### config.mk
export PLATFORM = sky130hd
export DESIGN_NAME = lifo_flex
export DESIGN_NICKNAME = d
export VERILOG_FILES = /design/src/rtl/lifo_flex.sv
export SDC_FILE = /design/constraint.sdc
export NUM_CORES = 1
export LEC_CHECK = 0
export CAP_MARGIN = 10
export CORE_MARGIN = 10
export CORE_UTILIZATION = 51
export CTS_CLUSTER_DIAMETER = 40
export DETAILED_ROUTE_END_ITERATION = 10
export PLACE_DENSITY = 0.77
export SLEW_MARGIN = 20
export SYNTH_ARGS = -nofsm -noshare
export SYNTH_HDL_FRONTEND = slang
export SYNTH_SLANG_ARGS = --single-unit
### constraint.sdc
create_clock -name clk -period 3.4 [get_ports clk]
set_input_delay 0.68 -clock clk [delete_from_list [all_inputs] [get_ports clk]]
set_output_delay 0.68 -clock clk [all_outputs]
set_load 0.01 [all_outputs]
### src/rtl/lifo_flex.sv
// Synchronous LIFO with occupancy count, threshold flags, top-of-stack peek and pop strobe.
// Define LIFO_FLEX_ERR_FLAGS_EN to get sticky overflow/underflow flags cleared by err_clr.
module lifo_flex #(
    parameter int N         = 32,
    parameter int depth     = 3,
    parameter int AF_THRESH = 6,
    parameter int AE_THRESH = 1
) (
    input  logic             clk,
    input  logic             reset,
    input  logic             wr_en,
    input  logic             rd_en,
    input  logic [N-1:0]     din,
    input  logic             err_clr,
    output logic [N-1:0]     dout,
    output logic             dout_valid,
    output logic [N-1:0]     top,
    output logic [depth:0]   count,
    output logic             full,
    output logic             empty,
    output logic             almost_full,
    output logic             almost_empty,
    output logic             overflow,
    output logic             underflow
);

    localparam int             ENTRIES = 1 << depth;
    localparam logic [depth:0] CNT_MAX = (depth+1)'(ENTRIES);
    localparam logic [depth:0] AF_T    = (depth+1)'(AF_THRESH);
    localparam logic [depth:0] AE_T    = (depth+1)'(AE_THRESH);
    localparam logic [depth:0] ONE     = (depth+1)'(1);

    logic [N-1:0]   mem [ENTRIES];
    logic [depth:0] cnt_m1;
    logic           push_any;
    logic           pop_only;
    logic           pop_any;
    logic           repl;
    logic           ovf_evt;
    logic           udf_evt;

    assign cnt_m1 = count - ONE;

    assign full         = (count == CNT_MAX);
    assign empty        = (count == '0);
    assign almost_full  = (count >= AF_T);
    assign almost_empty = (count <= AE_T);
    assign top          = empty ? '0 : mem[cnt_m1[depth-1:0]];

    // Push+pop on an empty stack degrades to a plain push; on a non-empty stack it replaces the top.
    assign push_any = wr_en & ((!rd_en & !full) | (rd_en & empty));
    assign pop_only = rd_en & !wr_en & !empty;
    assign repl     = rd_en & wr_en & !empty;
    assign pop_any  = rd_en & !empty;
    assign ovf_evt  = wr_en & !rd_en & full;
    assign udf_evt  = rd_en & empty;

    // Storage carries no reset; writes are still suppressed while reset is asserted.
    always_ff @(posedge clk) begin
        if (!reset) begin
            if (push_any)
                mem[count[depth-1:0]] <= din;
            else if (repl)
                mem[cnt_m1[depth-1:0]] <= din;
        end
    end

    always_ff @(posedge clk) begin
        if (reset) begin
            count      <= '0;
            dout       <= '0;
            dout_valid <= 1'b0;
        end else begin
            if (push_any)
                count <= count + ONE;
            else if (pop_only)
                count <= cnt_m1;
            if (pop_any)
                dout <= mem[cnt_m1[depth-1:0]];
            dout_valid <= pop_any;
        end
    end

`ifdef LIFO_FLEX_ERR_FLAGS_EN
    // A new error event outranks a coincident clear.
    always_ff @(posedge clk) begin
        if (reset) begin
            overflow  <= 1'b0;
            underflow <= 1'b0;
        end else begin
            if (ovf_evt)
                overflow <= 1'b1;
            else if (err_clr)
                overflow <= 1'b0;
            if (udf_evt)
                underflow <= 1'b1;
            else if (err_clr)
                underflow <= 1'b0;
        end
    end
`else
    logic unused_err;
    assign unused_err = err_clr ^ ovf_evt ^ udf_evt;
    assign overflow   = 1'b0;
    assign underflow  = 1'b0;
`endif

endmodule

==> impl_results.md <==
* Core area at 0.0226 sq mm
* Fill cells at around 1500
* Clk_lat worst skew at between 500 and 600 ps
* GP Congestion at 0.784
* Peak supply drop at 0.637 mV
* CP bufs+invs at 3
* Post-route DRC violation count at 0
* Die area at 0.0294 sq mm
* Total track usage at 18.7%
* Top cell family by delay on the critical path: buffers and inverters
* Failing checks: negative setup slack
* Final ANT Viol Nets at 0
* Clock Skews at 34.5 ps
* Largest cells by area after synthesis: edfxtp_1 (66%), dfxtp_1 (6.3%), mux2i_1 (5.6%)
* I/O Buffers at around 110
* Net Sw Frac at around a third
* Multi-input gate area at 0.00329 sq mm
* PD cells at 807 mW/mm^2
* Die Y-Extent at ~170 um
* Unrepaired setup endpoints after global routing: true
* Layout cells sized above 1 at 21.1%
* CP max stage cell: clkdlybuf4s50_1
* Setup Crit Path Kind: reg -> out
* Drt initial violations at 603
* Vias in the first global route at 7280
* Critical Path, Cell by Cell: inv_2 > ha_4 > xnor2_4 > buf_4 > and2_4 > a221o_1 > nor3_1 > clkdlybuf4s50_1
* Part of the cycle the worst path needs at 102%
* Vias per inst at 5.91
* Worst-Margin Slew at ~740 ps
* First-pass DRT Iterations at 6
* Synth Cell Area at 0.0117 sq mm
* Post-synth EDFFs at approximately 260
* CTS tree: built
* Yosys top cell area share at between 60% and 70%
* Wire per inst at 23.5 um
* # nets final at 934
* Die Width at 171 um
* Startpoint types: register
* Routed vias at slightly above 7000
* Area Growth Syn to Fin at 28.5%
* Hold_ws at 447 ps
* Final setup violation count at 1
* CP peak stage delay at about 570 ps
* Reg clk slew, reported paths at 50 ps
* Initial antenna violation count at 2
* Final setup margin at -82.3 ps
* CP max FO at 11
* P_leak at 5.16 nW
* Final hold viol count at 0
* Pin count of the biggest net entering global routing at 45
* Fmax at 287 MHz
* Syn Inst Count at around 740
* Area leader, netlist: edfxtp_1
* Commonest non-fill, non-tap cell in the layout: edfxtp_1
* Total gr overflow at 0
* Clock Sink Count at 293
* CTS Buf Count at 36
* Most frequent cells in the layout: edfxtp_1 (256), clkdlybuf4s50_1 (77), nor2b_1 (68)
* Root Driver: clkbuf_16
* Initial core utilization at between 50% and 60%
* Combinational power share at 35.0%
* Max Cap Viol at 0
* WP data arrival at 2800 ps
* Number of synthesized register bits at 293
* Netlist cell types at 41
* Max transition margin at 50.7%
* Worst hold path class: reg -> reg
* Register area at about 0.0084 sq mm
* Hpwl dp at 15300 um
* Min Clock Period, post-route at between 3000 and 4000 ps
* Post-synth top flop: edfxtp_1
* Hold_buf cts at 0
* Sw power at slightly below 0.004 W
* Sequential share of power at 35.1%
* Outcome: finished, violations left
* Clock network fraction of design power at ~30%
* Avg Cell Area, Syn at roughly 16 sq um
* Worst setup EP type: output port
* Num ports at 112
* Async SR Flop Fraction at 0%
* # rows at 55
* Clock Path Buffers at 3
* Int Power at approximately 0.0083 W
* Htree depth at 2
* Max-slew violations at 0
* Yosys warning count at 0
* Critical Path RT at roughly 2700 ps
* Share of the yosys chip area belonging to registers at ~70%
* Global-route wire length before repair at between 40000 and 50000 um
* Final core occ at 66.4%
* Final Routed Wirelength at 28300 um
[cells by family (layout without fill, tap and decap cells)]
kind of cell,count (synthesis),in the layout,synth area share (%)
and+or+nand+nor,167,171,7.53
adders and majority gates,4,4,0.428
buffers and inverters,60,238,2.60
other,1,4,0.0320
DFF,293,293,72.0
xor gates and xnor gates,1,2,0.139
AOI/OAI and AO/OA,142,142,11.4
muxes,68,68,5.84
[timing repair]
item                                   in CTS  in global routing
setup endpoints to repair                  32                 32
gates cloned                                7                  1
pin swaps                                   4                  4
endpoints found under the hold margin       0                  0
resized for setup                          59                 50
buffers inserted                           13                  9
[power by group through the flow]
stage | combinational, W | clock, W | sequential (W)
after floorplan | 0.00207 | 0 | 0.00438
after global placement | 0.00366 | 0 | 0.00431
after detailed placement | 0.00373 | 0 | 0.00432
after CTS | 0.00400 | 0.00368 | 0.00425
after global routing | 0.00452 | 0.00385 | 0.00428
final | 0.00424 | 0.00364 | 0.00426
[cell type report]
class                   instances  share of cell area (%)
flip-flops and latches        293                    56.0
multi-input cells             389                    21.9
repair buffers                167                    11.8
clock buffers                  45                    6.48
well taps                     285                    2.37
clock inverters                20                    1.21
inverters                       6                   0.183
diodes                          2                  0.0333
[per-layer routing]
metal  global-route usage, %  part of all wire [%]  vias to the layer above
met4                    6.62                   2.2                        2
met5                       0                 0.046                        -
met3                    3.55                   7.2                       47
li1                        -                     -                     3252
met1                    23.1                    40                     3562
met2                    32.2                    51                      275
[state kept, by name (all words and copies together), names as in the netlist]
name,count
mem,256
count,4
dout_valid,1
dout,32
[Yosys cell counts, types with 2 or more instances]
library cell / number
inv_1: 4
mux2i_1: 66
buf_4: 5
a211oi_1: 32
clkbuf_1: 28
or3_1: 2
a21oi_1: 2
nand2b_1: 2
nor2_1: 17
buf_6: 5
ha_1: 4
nor2b_1: 68
edfxtp_1: 256
a221o_1: 32
mux2_1: 2
nand2_1: 34
nand3_1: 2
nor3_1: 37
a2bb2oi_1: 3
a2111oi_0: 32
buf_2: 16
o21ai_0: 2
dfxtp_1: 37
o31ai_2: 31
[through the flow]
stage                     instance area [sq um]  instances  power, W  setup slack (ps)  setup TNS (ps)
after CTS                                 14800       1194    0.0119              -159           -1050
after detailed placement                  13400       1109   0.00805               111               0
after global routing                      15000       1206    0.0126              -206            -596
after global placement                    13300       1106   0.00797               114               0
final                                     15000       1207    0.0121             -82.3           -82.3
after floorplan                           11700        737   0.00645              -341          -43660
[final timing paths]
| check | slack (ps) | startpoint | cells after the start | to |
|---|---|---|---|---|
| min reg2reg | 450 | dout[31] | 2 | dout[31] |
| max reg2reg | 670 | count[1] | 7 | mem[0][16] |
| min | 450 | dout[31] | 2 | dout[31] |
| max | -80 | count[1] | 8 | top[28] |
[worst register-to-register path: cells and delay by family, from the launching register on]
family                   cells  cell delay [ps]
flip-flops                   1              310
AO/OA/AOI/OAI                1              200
AND/OR/NAND/NOR              3             1330
adder cells (fa/ha/maj)      1              250
buffers and inverters        2              340
Note: power is estimated with default switching activity, not from simulation.
